**src/rtl/alu_pkt_parser_if.sv**
```systemverilog
// Byte-stream input and header/word outputs of the ALU request packet parser.
interface alu_pkt_parser_if #(
    parameter int unsigned DATA_WIDTH = 8,
    parameter int unsigned WORD_BYTES = 4
);
    localparam int unsigned WORD_W = WORD_BYTES * DATA_WIDTH;
    localparam int unsigned NB_W   = $clog2(WORD_BYTES + 1);

    logic [DATA_WIDTH-1:0] s_axis_tdata;
    logic                  s_axis_tvalid;
    logic                  s_axis_tready;

    logic                  hdr_valid_o;
    logic                  hdr_ready_i;
    logic [7:0]            hdr_opcode_o;
    logic [15:0]           hdr_len_o;

    logic                  word_valid_o;
    logic                  word_ready_i;
    logic [WORD_W-1:0]     word_data_o;
    logic [NB_W-1:0]       word_nbytes_o;
    logic                  word_last_o;

    // Parser side: consumes the byte stream, produces header and words.
    modport master (
        input  s_axis_tdata, s_axis_tvalid, hdr_ready_i, word_ready_i,
        output s_axis_tready, hdr_valid_o, hdr_opcode_o, hdr_len_o,
        output word_valid_o, word_data_o, word_nbytes_o, word_last_o
    );

    // Environment side: drives bytes and downstream readies.
    modport slave (
        output s_axis_tdata, s_axis_tvalid, hdr_ready_i, word_ready_i,
        input  s_axis_tready, hdr_valid_o, hdr_opcode_o, hdr_len_o,
        input  word_valid_o, word_data_o, word_nbytes_o, word_last_o
    );
endinterface

```
**src/rtl/alu_pkt_parser.sv**
```systemverilog
// Frames UART request bytes into a one-shot header plus little-endian payload words.
module alu_pkt_parser #(
    parameter int unsigned DATA_WIDTH     = 8,
    parameter int unsigned WORD_BYTES     = 4,
    parameter int unsigned TIMEOUT_CYCLES = 2000000
) (
    input  logic             clk_i,
    input  logic             reset_i,
    alu_pkt_parser_if.master bus,
    output logic             err_o,
    output logic [1:0]       err_code_o,
    output logic [15:0]      pkt_count_o
);
    localparam int unsigned WORD_W   = WORD_BYTES * DATA_WIDTH;
    localparam int unsigned NB_W     = $clog2(WORD_BYTES + 1);
    localparam int unsigned IDX_W    = (WORD_BYTES > 1) ? $clog2(WORD_BYTES) : 1;
    localparam int unsigned LAST_IDX = WORD_BYTES - 1;
    localparam int unsigned TMO_W    = (TIMEOUT_CYCLES > 1) ? $clog2(TIMEOUT_CYCLES) : 1;
    localparam int unsigned TMO_LAST = (TIMEOUT_CYCLES == 0) ? 0 : TIMEOUT_CYCLES - 1;

    typedef enum logic [2:0] {IDLE, RSVD, LEN_LO, LEN_HI, HDR, PAYLOAD} state_e;

    state_e             state_q, state_d;
    logic [7:0]         op_q, len_lo_q, hdr_op_q;
    logic [15:0]        hdr_len_q, rem_q, cnt_q;
    logic               hdr_valid_q, word_valid_q, last_q, err_q;
    logic [1:0]         err_code_q, err_code_d;
    logic [IDX_W-1:0]   idx_q;
    logic [WORD_W-1:0]  word_q;
    logic [NB_W-1:0]    nbytes_q;
    logic [TMO_W-1:0]   tmo_q;

    logic        byte_acc, hdr_hs, word_hs, tmo_state, tmo_run, tmo_fire;
    logic        err_set, pkt_done, len_ok;
    logic [7:0]  byte_in;
    logic [15:0] len_in;

    assign byte_in   = 8'(bus.s_axis_tdata);
    assign len_in    = {byte_in, len_lo_q};
    assign len_ok    = (len_in >= 16'd4);
    assign tmo_state = state_q inside {RSVD, LEN_LO, LEN_HI, PAYLOAD};
    assign tmo_run   = tmo_state && !bus.s_axis_tvalid && !word_valid_q;
    assign hdr_hs    = hdr_valid_q && bus.hdr_ready_i;
    assign word_hs   = word_valid_q && bus.word_ready_i;
    assign byte_acc  = bus.s_axis_tvalid && bus.s_axis_tready;

    // Byte acceptance: header bytes always, payload only while the word register can take one.
    assign bus.s_axis_tready = (state_q inside {IDLE, RSVD, LEN_LO, LEN_HI}) ||
                               ((state_q == PAYLOAD) && (rem_q != 16'd0) &&
                                (!word_valid_q || bus.word_ready_i));

    // State register.
    always_ff @(posedge clk_i or posedge reset_i) begin
        if (reset_i) state_q <= IDLE;
        else         state_q <= state_d;
    end

    // Next state, error strobes and packet completion.
    always_comb begin
        state_d    = state_q;
        err_set    = 1'b0;
        err_code_d = err_code_q;
        pkt_done   = 1'b0;
        tmo_fire   = 1'b0;
        case (state_q)
            IDLE: if (byte_acc) begin
                if (byte_in inside {8'hEC, 8'h01, 8'h02, 8'h03}) begin
                    state_d = RSVD;
                end else begin
                    err_set    = 1'b1;
                    err_code_d = 2'd1;
                end
            end
            RSVD:   if (byte_acc) state_d = LEN_LO;
            LEN_LO: if (byte_acc) state_d = LEN_HI;
            LEN_HI: if (byte_acc) begin
                if (len_ok) begin
                    state_d = HDR;
                end else begin
                    err_set    = 1'b1;
                    err_code_d = 2'd2;
                    state_d    = IDLE;
                end
            end
            HDR: if (hdr_hs) begin
                if (hdr_len_q == 16'd4) begin
                    pkt_done = 1'b1;
                    state_d  = IDLE;
                end else begin
                    state_d = PAYLOAD;
                end
            end
            PAYLOAD: if (word_hs && last_q) begin
                pkt_done = 1'b1;
                state_d  = IDLE;
            end
            default: state_d = IDLE;
        endcase
        if ((TIMEOUT_CYCLES != 0) && tmo_run && (tmo_q == TMO_W'(TMO_LAST))) begin
            tmo_fire   = 1'b1;
            err_set    = 1'b1;
            err_code_d = 2'd3;
            state_d    = IDLE;
        end
    end

    // Error pulse, held error code and delivered-packet counter.
    always_ff @(posedge clk_i or posedge reset_i) begin
        if (reset_i) begin
            err_q      <= 1'b0;
            err_code_q <= 2'd0;
            cnt_q      <= 16'd0;
        end else begin
            err_q <= err_set;
            if (err_set)  err_code_q <= err_code_d;
            if (pkt_done) cnt_q      <= cnt_q + 16'd1;
        end
    end

    // Header capture; outputs only change when a new good header is latched.
    always_ff @(posedge clk_i or posedge reset_i) begin
        if (reset_i) begin
            op_q        <= 8'd0;
            len_lo_q    <= 8'd0;
            hdr_op_q    <= 8'd0;
            hdr_len_q   <= 16'd0;
            hdr_valid_q <= 1'b0;
        end else begin
            if (state_q == IDLE && byte_acc)   op_q     <= byte_in;
            if (state_q == LEN_LO && byte_acc) len_lo_q <= byte_in;
            if (state_q == LEN_HI && byte_acc && len_ok) begin
                hdr_op_q    <= op_q;
                hdr_len_q   <= len_in;
                hdr_valid_q <= 1'b1;
            end else if (hdr_hs) begin
                hdr_valid_q <= 1'b0;
            end
        end
    end

    // Inter-byte idle counter; paused while a finished word waits downstream.
    always_ff @(posedge clk_i or posedge reset_i) begin
        if (reset_i)                            tmo_q <= '0;
        else if (byte_acc || !tmo_state || tmo_fire) tmo_q <= '0;
        else if (tmo_run)                       tmo_q <= tmo_q + TMO_W'(1);
    end

    // Payload packing into the word register and word handshake.
    always_ff @(posedge clk_i or posedge reset_i) begin
        if (reset_i) begin
            rem_q        <= 16'd0;
            idx_q        <= '0;
            word_q       <= '0;
            word_valid_q <= 1'b0;
            nbytes_q     <= '0;
            last_q       <= 1'b0;
        end else begin
            if (hdr_hs) begin
                rem_q <= hdr_len_q - 16'd4;
                idx_q <= '0;
            end
            if (tmo_fire) begin
                rem_q <= 16'd0;
                idx_q <= '0;
            end
            if (word_hs) word_valid_q <= 1'b0;
            if (state_q == PAYLOAD && byte_acc) begin
                rem_q <= rem_q - 16'd1;
                if (idx_q == '0) word_q <= WORD_W'(bus.s_axis_tdata);
                else             word_q[idx_q*DATA_WIDTH +: DATA_WIDTH] <= bus.s_axis_tdata;
                if (idx_q == IDX_W'(LAST_IDX) || rem_q == 16'd1) begin
                    word_valid_q <= 1'b1;
                    nbytes_q     <= NB_W'(idx_q) + NB_W'(1);
                    last_q       <= (rem_q == 16'd1);
                    idx_q        <= '0;
                end else begin
                    idx_q <= idx_q + IDX_W'(1);
                end
            end
        end
    end

    assign bus.hdr_valid_o   = hdr_valid_q;
    assign bus.hdr_opcode_o  = hdr_op_q;
    assign bus.hdr_len_o     = hdr_len_q;
    assign bus.word_valid_o  = word_valid_q;
    assign bus.word_data_o   = word_q;
    assign bus.word_nbytes_o = nbytes_q;
    assign bus.word_last_o   = last_q;
    assign err_o             = err_q;
    assign err_code_o        = err_code_q;
    assign pkt_count_o       = cnt_q;
endmodule

```
**src/flat_wrapper.sv**
```systemverilog
// flat-port wrapper written by rule: the top's interface ports become plain ports
module alu_pkt_parser_flat 
#(
    parameter int unsigned DATA_WIDTH     = 8,
    parameter int unsigned WORD_BYTES     = 4,
    parameter int unsigned TIMEOUT_CYCLES = 2000000
)
  (clk_i, reset_i, err_o, err_code_o, pkt_count_o, bus_s_axis_tdata, bus_s_axis_tvalid, bus_hdr_ready_i, bus_word_ready_i, bus_s_axis_tready, bus_hdr_valid_o, bus_hdr_opcode_o, bus_hdr_len_o, bus_word_valid_o, bus_word_data_o, bus_word_nbytes_o, bus_word_last_o);
  alu_pkt_parser_if #(.DATA_WIDTH(DATA_WIDTH), .WORD_BYTES(WORD_BYTES)) bus_i ();
  input  logic clk_i;
  input  logic reset_i;
  output logic err_o;
  output logic [1:0] err_code_o;
  output logic [15:0] pkt_count_o;
  input wire logic [$bits(bus_i.s_axis_tdata)-1:0] bus_s_axis_tdata;
  input wire logic [$bits(bus_i.s_axis_tvalid)-1:0] bus_s_axis_tvalid;
  input wire logic [$bits(bus_i.hdr_ready_i)-1:0] bus_hdr_ready_i;
  input wire logic [$bits(bus_i.word_ready_i)-1:0] bus_word_ready_i;
  output wire logic [$bits(bus_i.s_axis_tready)-1:0] bus_s_axis_tready;
  output wire logic [$bits(bus_i.hdr_valid_o)-1:0] bus_hdr_valid_o;
  output wire logic [$bits(bus_i.hdr_opcode_o)-1:0] bus_hdr_opcode_o;
  output wire logic [$bits(bus_i.hdr_len_o)-1:0] bus_hdr_len_o;
  output wire logic [$bits(bus_i.word_valid_o)-1:0] bus_word_valid_o;
  output wire logic [$bits(bus_i.word_data_o)-1:0] bus_word_data_o;
  output wire logic [$bits(bus_i.word_nbytes_o)-1:0] bus_word_nbytes_o;
  output wire logic [$bits(bus_i.word_last_o)-1:0] bus_word_last_o;
  assign bus_i.s_axis_tdata = bus_s_axis_tdata;
  assign bus_i.s_axis_tvalid = bus_s_axis_tvalid;
  assign bus_i.hdr_ready_i = bus_hdr_ready_i;
  assign bus_i.word_ready_i = bus_word_ready_i;
  assign bus_s_axis_tready = bus_i.s_axis_tready;
  assign bus_hdr_valid_o = bus_i.hdr_valid_o;
  assign bus_hdr_opcode_o = bus_i.hdr_opcode_o;
  assign bus_hdr_len_o = bus_i.hdr_len_o;
  assign bus_word_valid_o = bus_i.word_valid_o;
  assign bus_word_data_o = bus_i.word_data_o;
  assign bus_word_nbytes_o = bus_i.word_nbytes_o;
  assign bus_word_last_o = bus_i.word_last_o;
  alu_pkt_parser #(.DATA_WIDTH(DATA_WIDTH), .WORD_BYTES(WORD_BYTES), .TIMEOUT_CYCLES(TIMEOUT_CYCLES)) u_core (.clk_i(clk_i), .reset_i(reset_i), .bus(bus_i), .err_o(err_o), .err_code_o(err_code_o), .pkt_count_o(pkt_count_o));
endmodule
```
**config.mk**
```make
export PLATFORM = sky130hd
export DESIGN_NAME = alu_pkt_parser_flat
export DESIGN_NICKNAME = d
export VERILOG_FILES = /design/src/rtl/alu_pkt_parser_if.sv /design/src/rtl/alu_pkt_parser.sv /design/src/flat_wrapper.sv
export SDC_FILE = /design/constraint.sdc
export NUM_CORES = 1
export LEC_CHECK = 0
export ABC_AREA = 1
export ABC_CLOCK_PERIOD_IN_PS = 7800
export BUFFER_PORTS_ARGS = -buffer_cell sky130_fd_sc_hd__buf_2
export CAP_MARGIN = 0
export CORE_UTILIZATION = 40
export CTS_BUF_LIST = sky130_fd_sc_hd__clkbuf_16
export CTS_CLUSTER_DIAMETER = 40
export CTS_CLUSTER_SIZE = 14
export DETAILED_ROUTE_END_ITERATION = 8
export HOLD_SLACK_MARGIN = 0.05
export SKIP_LAST_GASP = 1
export SYNTH_ARGS = -nofsm -noshare
export SYNTH_HDL_FRONTEND = slang
export SYNTH_SLANG_ARGS = --single-unit
```
**constraint.sdc**
```tcl
create_clock -name clk_i -period 7.8 [get_ports clk_i]
set_input_delay 1.95 -clock clk_i [delete_from_list [all_inputs] [get_ports clk_i]]
set_output_delay 1.95 -clock clk_i [all_outputs]
set_load 0.01 [all_outputs]
```
* Word-level counts from Yosys, hierarchy flattened
Index checks and enable logic that the tools add are counted.
** Operators by class
- Add/sub/neg operators :: 7
- $lt $le $gt $ge :: 1
- Eq/ne operators :: 22
- Shift operators :: 2
- Muxes and demuxes :: 44
- Reduce and logical (&&, ||, !) cells :: 35
** Operator list (number)
- 16-bit 2-to-1 mux :: 3
- 21-bit 2-to-1 mux :: 2
- 5-bit negator with 34-bit output :: 1
- 8-bit by 34-bit variable shift with 32-bit output (first input constant) :: 1
- 8-bit by 34-bit indexed part select with 32-bit output :: 1
- 32-bit bitwise mux :: 1
- 32-bit 2-to-1 mux :: 1
- 3-bit 2-to-1 mux :: 10
- 21-bit by 1-bit adder with 21-bit output (second input constant) :: 1
- 21-bit equality test (second input constant) :: 1
- 2-bit 2-to-1 mux :: 9
- 3-bit one-hot mux with 6 select lines :: 1
- 16-bit by 1-bit adder with 16-bit output (second input constant) :: 1
- 16-bit by 1-bit equality test with 1-bit output (second input constant) :: 1
- 16-bit by 3-bit equality test with 1-bit output (second input constant) :: 1
- 8-bit by 2-bit equality test with 1-bit output (second input constant) :: 2
- 16-bit by 3-bit greater-or-equal comparator with 1-bit output (second input constant) :: 1
- 16-bit nonzero test :: 1
- 16-bit by 1-bit subtractor with 16-bit output (second input constant) :: 1
- 16-bit by 3-bit subtractor with 16-bit output (second input constant) :: 1
- 1-bit logical AND :: 14
- 1-bit 2-to-1 mux :: 14
- 3-bit by 2-bit inequality test with 1-bit output (second input constant) :: 4
- 4-bit nonzero test :: 3
- 21 further kinds :: 35
** Storage, ports and cells
- Flip-flop bits (word level) :: 139
- Bits of input ports :: 13
- Output and inout port bits :: 82
- Word-level logic and storage cells :: 127

* Logic depth before layout (Yosys ltp)
Gate-level depths: netlist of the first run.
- Depth after elaboration :: 9
- Mapped depth :: 14

* Least setup slack after synthesis of the first run
Ideal clock, no wire load.
- Kind :: input port to output port
- Start point :: in bus_word_ready_i
- End point :: out bus_s_axis_tready
- Data arrival time :: 2558 ps
- Data required time :: 5850 ps
- Path slack :: 3292 ps
- Stages :: 6
- Path buffers :: 2
- Cells stage by stage :: nor2_1 -> nor2_1 -> nand2_1 -> nand2_2 -> buf_6 -> buf_2
** Between the ends
- Cells in the longest elaborated chain, start to end :: 3
** Ends and longest elaborated chain
- from (decl) :: line flat_wrapper.sv:18 : input wire logic [$bits(bus_i.word_ready_i)-1:0] bus_word_ready_i;
- 1-bit logical OR :: line alu_pkt_parser.sv:50 : (!word_valid_q || bus.word_ready_i));
- 1-bit logical AND :: line alu_pkt_parser.sv:49 : ((state_q == PAYLOAD) && (rem_q != 16'd0) &&
- 1-bit logical OR :: line alu_pkt_parser.sv:48 : assign bus.s_axis_tready = (state_q inside {IDLE, RSVD, LEN_LO, LEN_HI}) ||
- to (decl) :: line flat_wrapper.sv:19 : output wire logic [$bits(bus_i.s_axis_tready)-1:0] bus_s_axis_tready;
Every way passes these cells.

* Worst setup path after layout of the first run
Ends and elaborated chain as after synthesis.

==> results.toml, run 1 <==
[yosys]
synthSimpleGateAreaFrac_pct = 37.7
synthCells = 1042
syn_nets = 1066
synth_top_area_share_pct = 44.9
synth_fa_ha_area_share_pct = 1.78
yosysWarnings = 0
syn_area_mm2 = 0.00774
synth_xor_area_share_pct = 5.09
syn_area_per_cell_um2 = 7.43
synth_top_family_by_area = "simple AND/OR/NAND/NOR gates"
yosysTopAreaCell = "dfrtp_1"
synthMuxAreaShare_pct = 0
ys.flop_type = "dfrtp_1"
ys_top_cells_by_area = "dfrtp_1 (45%), nand2_1 (19%), nor2_1 (6.5%)"
synthArstFlopShare_pct = 100
ys_ff_latch = 139
synth_cell_type_count = 33
synth-compound-area-share_pct = 3.96
ys_seq_area_share_pct = 44.9
synth-edff-count = 0

[setup_path]
max_stage_delay_ps = 290
cp_max_fo = 20
cp_top_family = "simple AND/OR/NAND/NOR gates"
cp.required_ps = 5850
cp-end-kind = "primary output"
path_buf_inv = 2
start_kind = "input pin"
worstPathArrival_ps = 2910
cp_slowest_cell = "nand2_2"
worstPathCellList = "buf_2 > nor2_1 > nor2_1 > nand2_1 > nand2_2 > buf_2"
critPathKind = "in2out"

[power_and_ir_drop]
power_leakage_nw = 4.73
pwr-share-clk_pct = 30.0
combPwrFrac_pct = 33.5
p_int_w = 0.00163
p_switching_w = 0.00112
power_density_mw_per_mm2 = 306
swShare_pct = 40.8
irDropWorstVdd_v = 0.000193
power_frac_seq_pct = 36.5

[die]
core_area_mm2 = 0.0188
chipHeight_um = 141
fp-row-count = 50
initial_core_util_pct = 41.1
ios = 95
dieArea_mm2 = 0.0199
dieWidth_um = 141

[clock_network]
ctsResizeCount = 0
cts_tree = "built"
cts_max_level = 4
cts_buffers = 17
clock-sinks = 139
clk_pin_slew_ps = 70
root_buffer = "clkbuf_16"
cts_setup_buffers = 0
cts_hold_buf = 0
clk_path_buf_depth = 2
insertion_delay_ps = 430

[sta]
period_share_pct = 62.3
final.setup_skew_ps = 12.1
maxSlewViolCount = 0
slew_headroom_pct = 47.9
final-hold-violation-count = 0
tightest_slew_ps = 780
finalSetupViolCount = 0
max_freq_ghz = 0.206
period_needed_ps = 4860
grt_setup_unrepaired = "false"
final.setup.tns_ps = 0

[finish]
multi_input_area_mm2 = 0.00376
regArea_mm2 = 0.00348
fill_cells = 1904
drive_gt1_share_pct = 14.7
utilization_pct = 47.7
fin_area_mm2 = 0.00899
nets = 1154
area_growth_syn_to_layout_pct = 16.0

[grt]
antenna_found_initial = 1
grt.total_usage_pct = 20.8
first_global_vias = 6477
overflow = 0
grt_pass1_wl_um = 32700
grt_max_degree = 82

[drt]
drt-pass1-iter-count = 5
route.vias.total = 6853
routed_wl_um = 19600
wl_per_cell_um = 13.9
ant_nets = 0
post_drt_via_cell_ratio = 4.88
drt_iter0_markers = 463
post-route-drc-count = 0

[flow_run]
cap_violations = 0

[status]
outcome = "finished, final reports clean"

[placed_design]
dp_hpwl_um = 13800
placed_cell_area_mm2 = 0.00839
port_buffers = 94
gp_congestion = 0.858

[hold_path]
hold_path_class = "reg2reg"
## layout make-up
cell class | count | share of cell area, %
flip-flops and latches | 139 | 38.7
clock inverters | 15 | 1.85
well taps | 260 | 3.62
diodes | 1 | 0.0278
multi-input cells | 787 | 41.9
clock buffers | 17 | 4.73
inverters | 89 | 3.80
repair buffers | 96 | 5.40
## stage by stage
stage               worst slack (ps)  power, W  hold WS [ps]  instances
floorplan                       2130   0.00168           449       1042
global placement                2940   0.00193           449       1371
detailed placement              2940   0.00193           453       1371
CTS                             2940   0.00277           471       1403
global route                    2880   0.00294           495       1404
finish                          2940   0.00275           466       1404
## power by group through the flow
stage	registers [W]	logic (W)	clock network (W)
after detailed placement	0.00102	0.000919	0
after CTS	0.00100	0.000923	0.000843
final	0.00101	0.000921	0.000826
after floorplan	0.00103	0.000657	0
after global routing	0.00102	0.00104	0.000874
after global placement	0.00102	0.000909	0
## Yosys cell counts, types with 4 or more instances
| cell | number |
|---|---|
| dfrtp_1 | 139 |
| buf_6 | 6 |
| nor3_1 | 19 |
| inv_2 | 6 |
| nor2_2 | 9 |
| ha_1 | 11 |
| o21ai_1 | 22 |
| nand3b_1 | 6 |
| nand3_1 | 42 |
| inv_1 | 81 |
| nand2_1 | 383 |
| nor2_1 | 135 |
| xor2_1 | 36 |
| a21oi_1 | 5 |
| nand4_1 | 50 |
| nand2_2 | 4 |
| buf_2 | 10 |
| nor2_4 | 6 |
| o21ai_0 | 33 |
| clkbuf_1 | 8 |
| xnor2_1 | 9 |
## sequential cells by signal (all words and copies together) (netlist names)
| signal | flops |
|---|---|
| u_core.bus.hdr_len_o | 16 |
| u_core.bus.hdr_opcode_o | 8 |
| u_core.bus.hdr_valid_o | 1 |
| u_core.bus.word_data_o | 32 |
| u_core.bus.word_last_o | 1 |
| u_core.bus.word_nbytes_o | 3 |
| u_core.bus.word_valid_o | 1 |
| u_core.err_code_o | 2 |
| u_core.err_o | 1 |
| u_core.idx_q | 2 |
| u_core.len_lo_q | 8 |
| u_core.op_q | 8 |
| u_core.pkt_count_o | 16 |
| u_core.rem_q | 16 |
| u_core.state_q | 3 |
| u_core.tmo_q | 21 |
## worst min-delay path, delay by kind of cell, from the launching register on
kind,cells,cell delay (ps)
flip-flops,1,340
AND/OR/NAND/NOR,2,100
## final timing paths
path	from	endpoint	slack, ps	depth (start not counted)
worst max-delay path	bus_word_ready_i	bus_s_axis_tready	2940	6
worst min-delay path	u_core.bus.hdr_opcode_o[0]	u_core.bus.hdr_opcode_o[0]	470	2
worst max register to register	u_core.rem_q[0]	u_core.bus.word_data_o[16]	4860	12
worst min register to register	u_core.bus.hdr_opcode_o[0]	u_core.bus.hdr_opcode_o[0]	470	2
max in group asynchronous	reset_i	u_core.bus.word_nbytes_o[0]	4890	3
min in group asynchronous	reset_i	u_core.pkt_count_o[14]	1680	2
## cell usage in the layout, fill, tap and decap left out, drive strengths merged
cell	instances
a21oi	5
and3	1
buf	96
bufinv	1
clkbuf	17
clkinv	2
clkinvlp	1
dfrtp	139
diode	1
ha	11
inv	100
nand2	390
nand3	47
nand3b	6
nand4	50
nor2	150
nor3	20
nor3b	3
o21ai	55
o22ai	1
or2	3
xnor2	9
xor2	36
## kinds of logic after synthesis
family          count (synthesis)
compound gates                 61
fa+ha+maj                      11
buf+inv                       116
xor+xnor                       45
flops                         139
simple gates                  670
## metal layers
metal  global-route usage, %  wire length [um]  vias to the layer above
li1                        -                 -                     3490
met1                    28.4              9410                     3184
met2                    32.3              8940                      149
met3                    4.31               886                       30
met4                    8.01               331                        0
met5                       0                 0                        -
Note: power is estimated with default switching activity, not from simulation.
==> run 2, diff against run 1 <==
--- a/config.mk
+++ b/config.mk
@@ -6,7 +6,7 @@
 export NUM_CORES = 1
 export LEC_CHECK = 0
 export ABC_AREA = 1
-export ABC_CLOCK_PERIOD_IN_PS = 7800
+export ABC_CLOCK_PERIOD_IN_PS = 4600
 export BUFFER_PORTS_ARGS = -buffer_cell sky130_fd_sc_hd__buf_2
 export CAP_MARGIN = 0
 export CORE_UTILIZATION = 40
==> constraint.sdc (replaced) <==
create_clock -name clk_i -period 4.6 [get_ports clk_i]
set_input_delay 1.15 -clock clk_i [delete_from_list [all_inputs] [get_ports clk_i]]
set_output_delay 1.15 -clock clk_i [all_outputs]
set_load 0.01 [all_outputs]
==> results.toml, run 2 (synthesis results as in run 1) <==
[status]
outcome = "finished, final reports clean"

[sta]
final-hold-violation-count = 0
finalSetupViolCount = 0
final.setup.tns_ps = 0
maxSlewViolCount = 0
slew_headroom_pct = 48.5
period_needed_ps = 3360
grt_setup_unrepaired = "false"
tightest_slew_ps = 772
final.setup_skew_ps = 15.2
max_freq_ghz = 0.297
period_share_pct = 73.1

[power_and_ir_drop]
power.total_w = 0.00467
swShare_pct = 40.8
p_int_w = 0.00277
p_switching_w = 0.00191
power_leakage_nw = 4.74
irDropWorstVdd_v = 0.000322
power_density_mw_per_mm2 = 519
combPwrFrac_pct = 33.5
power_frac_seq_pct = 36.6
pwr-share-clk_pct = 29.9

[setup_path]
cp_top_family = "simple AND/OR/NAND/NOR gates"
critPathKind = "reg2out"
cpMostUsedCell = "nand2_1"
r2r-start = "u_core.rem_q[0]"
path_buf_inv = 2
cp-end-kind = "primary output"
worstPathArrival_ps = 2210
max_stage_delay_ps = 410
critPathLaunch = "u_core.rem_q[0]"
cp_slowest_cell = "dfrtp_1"
cp_max_fo = 20
worstPathCellList = "inv_1 > ha_1 > nand3_2 > nor2_1 > nand2_1 > nand2_1 > nand2_2 > buf_2"
start_kind = "flip-flop"
cp.required_ps = 3450

[die]
core_area_mm2 = 0.0188
ios = 95
chipHeight_um = 141
dieArea_mm2 = 0.0199
fp-row-count = 50
initial_core_util_pct = 41.1
dieWidth_um = 141

[finish]
largest_register_ff_count = 32
area_growth_syn_to_layout_pct = 16.3
final_common_cell = "nand2_1"
n_antenna_cell = 0
fill_cells = 1860
nets = 1155
utilization_pct = 47.8
final_cell_mix = "nand2_1 (383), dfrtp_1 (139), nor2_1 (134)"
drive_gt1_share_pct = 14.8

[clock_network]
cts_buffers = 17
cts_max_level = 4
root_buffer = "clkbuf_16"
insertion_delay_ps = 430
cts_tree = "built"
cts_hold_buf = 0
clock-sinks = 139
cts_setup_buffers = 0
clk_pin_slew_ps = 70
clk_path_buf_depth = 2
ctsResizeCount = 0

[grt]
first_global_vias = 6550
overflow = 0
grt.total_usage_pct = 20.8
grt_max_degree = 140
antenna_found_initial = 0
grt_pass1_wl_um = 32800

[drt]
post_drt_via_cell_ratio = 4.88
dr_wl_met2_um = 9040
routed_wl_um = 19500
drt-pass1-iter-count = 5
drt_iter0_markers = 500
wl_met1_um = 9290
wl_per_cell_um = 13.9
post-route-drc-count = 0
met3WireLength_um = 874
top_layer = "met4"
ant_nets = 0
route.vias.total = 6857

[placed_design]
gp_congestion = 0.878
port_buffers = 94
dp_hpwl_um = 13900

[flow_run]
cap_violations = 0

[hold_path]
hold_path.startpoint = "u_core.bus.hdr_opcode_o[3]"
hold_path_class = "reg2reg"
## run 2: path summary, 6_finish.rpt
| kind | endpoint | slack [ps] | cells after the start |
|---|---|---|---|
| hold / removal | u_core.bus.hdr_opcode_o[3] | 470 | 2 |
| setup reg to reg | u_core.rem_q[3] | 1680 | 11 |
| min in group asynchronous | u_core.rem_q[12] | 930 | 3 |
| max in group asynchronous | u_core.tmo_q[15] | 3100 | 3 |
| hold reg to reg | u_core.bus.hdr_opcode_o[3] | 470 | 2 |
| setup / recovery | bus_s_axis_tready | 1240 | 8 |
## run 2: worst reg2reg max path, stage by stage (launching register included)
cell     delay [ps]
dfrtp_1         410
inv_1            90
ha_1            290
nand3_2         150
nor2_1          100
nand2_1          80
nand2_1         100
nand2_2         290
nand3_4         510
nand3_2         510
nand2_1         200
nand2_1          70
## run 2: layer usage
metal	vias up	track usage, %
met5	-	0
met1	3164	28.6
met2	173	33.0
li1	3492	-
met3	28	4.14
met4	0	6.58
## run 2: stage by stage
stage                     cells  cell area (um^2)  setup WS, ps  hold slack (ps)
after CTS                  1404              9000          1240              471
final                      1404              9000          1240              467
after global placement     1372              8410          1320              450
after floorplan            1042              7750          1690              449
after global routing       1404              9000          1110              483
after detailed placement   1372              8410          1310              453
## run 2: cell type report
class,count,area [um^2],area share (%)
Sequential cell,139,3480,38.6
Clock inverter,15,168,1.86
Inverter,89,340,3.78
Clock buffer,17,425,4.72
Multi-Input combinational cell,787,3760,41.8
Timing Repair Buffer,97,505,5.61
Tap cell,260,325,3.61
## run 2: power by group through the flow
stage | Clock [W] | Combinational [W] | Sequential [W]
detailed placement | 0 | 0.00157 | 0.00173
global placement | 0 | 0.00155 | 0.00173
finish | 0.00140 | 0.00157 | 0.00171
CTS | 0.00142 | 0.00157 | 0.00171
global route | 0.00148 | 0.00180 | 0.00174
floorplan | 0 | 0.00112 | 0.00174
==> run 3, diff against run 2 <==
--- a/config.mk
+++ b/config.mk
@@ -6,7 +6,7 @@
 export NUM_CORES = 1
 export LEC_CHECK = 0
 export ABC_AREA = 1
-export ABC_CLOCK_PERIOD_IN_PS = 4600
+export ABC_CLOCK_PERIOD_IN_PS = 3200
 export BUFFER_PORTS_ARGS = -buffer_cell sky130_fd_sc_hd__buf_2
 export CAP_MARGIN = 0
 export CORE_UTILIZATION = 40
==> constraint.sdc (replaced) <==
create_clock -name clk_i -period 3.2 [get_ports clk_i]
set_input_delay 0.8 -clock clk_i [delete_from_list [all_inputs] [get_ports clk_i]]
set_output_delay 0.8 -clock clk_i [all_outputs]
set_load 0.01 [all_outputs]
==> results.toml, run 3 (synthesis results as in run 1) <==
[status]
outcome = "finished, final reports clean"

[setup_path]
critPathKind = "reg2out"
cp_slowest_cell = "dfrtp_1"
worstPathArrival_ps = 2050
start_kind = "flip-flop"
cp.required_ps = 2400
max_stage_delay_ps = 430
cp-end-kind = "primary output"
cpMostUsedCell = "nand2_1"
cp_max_fo = 7
worstPathCellList = "inv_1 > ha_1 > nand3_2 > nor2_1 > nand2_1 > nand2_1 > nand2_2 > buf_2"

[finish]
final_common_cell = "nand2_1"
regArea_mm2 = 0.00348
drive_gt1_share_pct = 15.1
n_antenna_cell = 0
multi_input_area_mm2 = 0.00376
fill_cells = 1923
nets = 1159
largest_register_ff_count = 32
final_cell_mix = "nand2_1 (383), dfrtp_1 (139), nor2_1 (134)"
area_growth_syn_to_layout_pct = 17.0
fin_area_mm2 = 0.00906

[power_and_ir_drop]
power_leakage_nw = 4.76
power_density_mw_per_mm2 = 745
irDropWorstVdd_v = 0.000427

[drt]
routed_wl_um = 20000
drt-pass1-iter-count = 5
ant_nets = 0
met3WireLength_um = 717
top_layer = "met4"
wl_met1_um = 9900
route.vias.total = 6838
drt_iter0_markers = 445
post_drt_via_cell_ratio = 4.86
post-route-drc-count = 0
wl_per_cell_um = 14.2
dr_wl_met2_um = 9090

[clock_network]
cts_max_level = 4
clk_path_buf_depth = 2
clk_pin_slew_ps = 80
root_buffer = "clkbuf_16"
clock-sinks = 139
ctsResizeCount = 0
cts_hold_buf = 0
cts_setup_buffers = 0
cts_buffers = 17
insertion_delay_ps = 430
cts_tree = "built"

[die]
ios = 95
chipHeight_um = 141
dieArea_mm2 = 0.0199
initial_core_util_pct = 41.1
fp-row-count = 50
core_area_mm2 = 0.0188
dieWidth_um = 141

[grt]
grt_max_degree = 140
overflow = 0
first_global_vias = 6479
grt_pass1_wl_um = 33300
grt.total_usage_pct = 21.1
antenna_found_initial = 0

[sta]
tightest_slew_ps = 808
grt_setup_unrepaired = "false"
final-hold-violation-count = 0
slew_headroom_pct = 46.1
max_freq_ghz = 0.351
finalSetupViolCount = 0
maxSlewViolCount = 0
period_share_pct = 88.9
final.setup.tns_ps = 0
final.setup_skew_ps = 11.9
period_needed_ps = 2850

[placed_design]
dp_hpwl_um = 14100
gp_congestion = 0.861
port_buffers = 94
placed_cell_area_mm2 = 0.00844

[hold_path]
hold_path_class = "reg2reg"

[flow_run]
cap_violations = 0
-- run 3: changes by cell type in the layout (fill, tap and decap cells not counted) --
cell / before / now
inv_8: 6 / 4
bufinv_16: 1 / 0
inv_12: 0 / 1
buf_4: 2 / 6
inv_6: 6 / 1
clkinv_4: 2 / 3
clkinv_8: 0 / 6
-- run 3: worst max-delay path: cells and delay by family (launching register included) --
family,cells,cell delay [ps]
flip-flops,1,430
buffers and inverters,2,310
adder cells (fa/ha/maj),1,270
AND/OR/NAND/NOR,5,620
-- run 3: worst paths after layout --
kind | slack (ps) | to | startpoint | cells after the start
worst min-delay path | 470 | u_core.bus.hdr_opcode_o[4] | u_core.bus.hdr_opcode_o[4] | 2
min in group asynchronous | 510 | u_core.rem_q[9] | reset_i | 3
worst max register to register | 750 | u_core.rem_q[12] | u_core.rem_q[0] | 11
worst min register to register | 470 | u_core.bus.hdr_opcode_o[4] | u_core.bus.hdr_opcode_o[4] | 2
max in group asynchronous | 2040 | u_core.tmo_q[14] | reset_i | 3
worst max-delay path | 350 | bus_s_axis_tready | u_core.rem_q[0] | 8
-- run 3: final cells by class --
| class | count | share of cell area (%) |
|---|---|---|
| Multi-Input combinational cell | 787 | 41.5 |
| Inverter | 89 | 3.76 |
| Clock inverter | 15 | 2.14 |
| Tap cell | 260 | 3.59 |
| Sequential cell | 139 | 38.4 |
| Clock buffer | 17 | 4.69 |
| Timing Repair Buffer | 101 | 5.91 |
-- run 3: report_power, final --
group	internal (W)	switching [W]	total (W)
sequential	0.00212	0.000340	0.00246
combinational	0.000748	0.00152	0.00227
clock	0.00107	0.000949	0.00202
-- run 3: routing by layer --
layer | up-vias | global-route usage, %
met3 | 23 | 4.45
met5 | - | 0
met4 | 0 | 6.18
li1 | 3491 | -
met1 | 3194 | 29.8
met2 | 130 | 32.5
-- run 3: through the flow --
| stage | power, W | setup WS [ps] | utilization, % | hold WS [ps] | cells |
|---|---|---|---|---|---|
| finish | 0.00675 | 355 | 48.1 | 469 | 1408 |
| CTS | 0.00682 | 346 | 48.1 | 473 | 1408 |
| floorplan | 0.00410 | 665 | - | 449 | 1042 |
| global route | 0.00723 | 184 | 48.1 | 494 | 1408 |
| global placement | 0.00474 | 736 | 44.8 | 453 | 1376 |
| detailed placement | 0.00476 | 682 | 44.8 | 454 | 1376 |
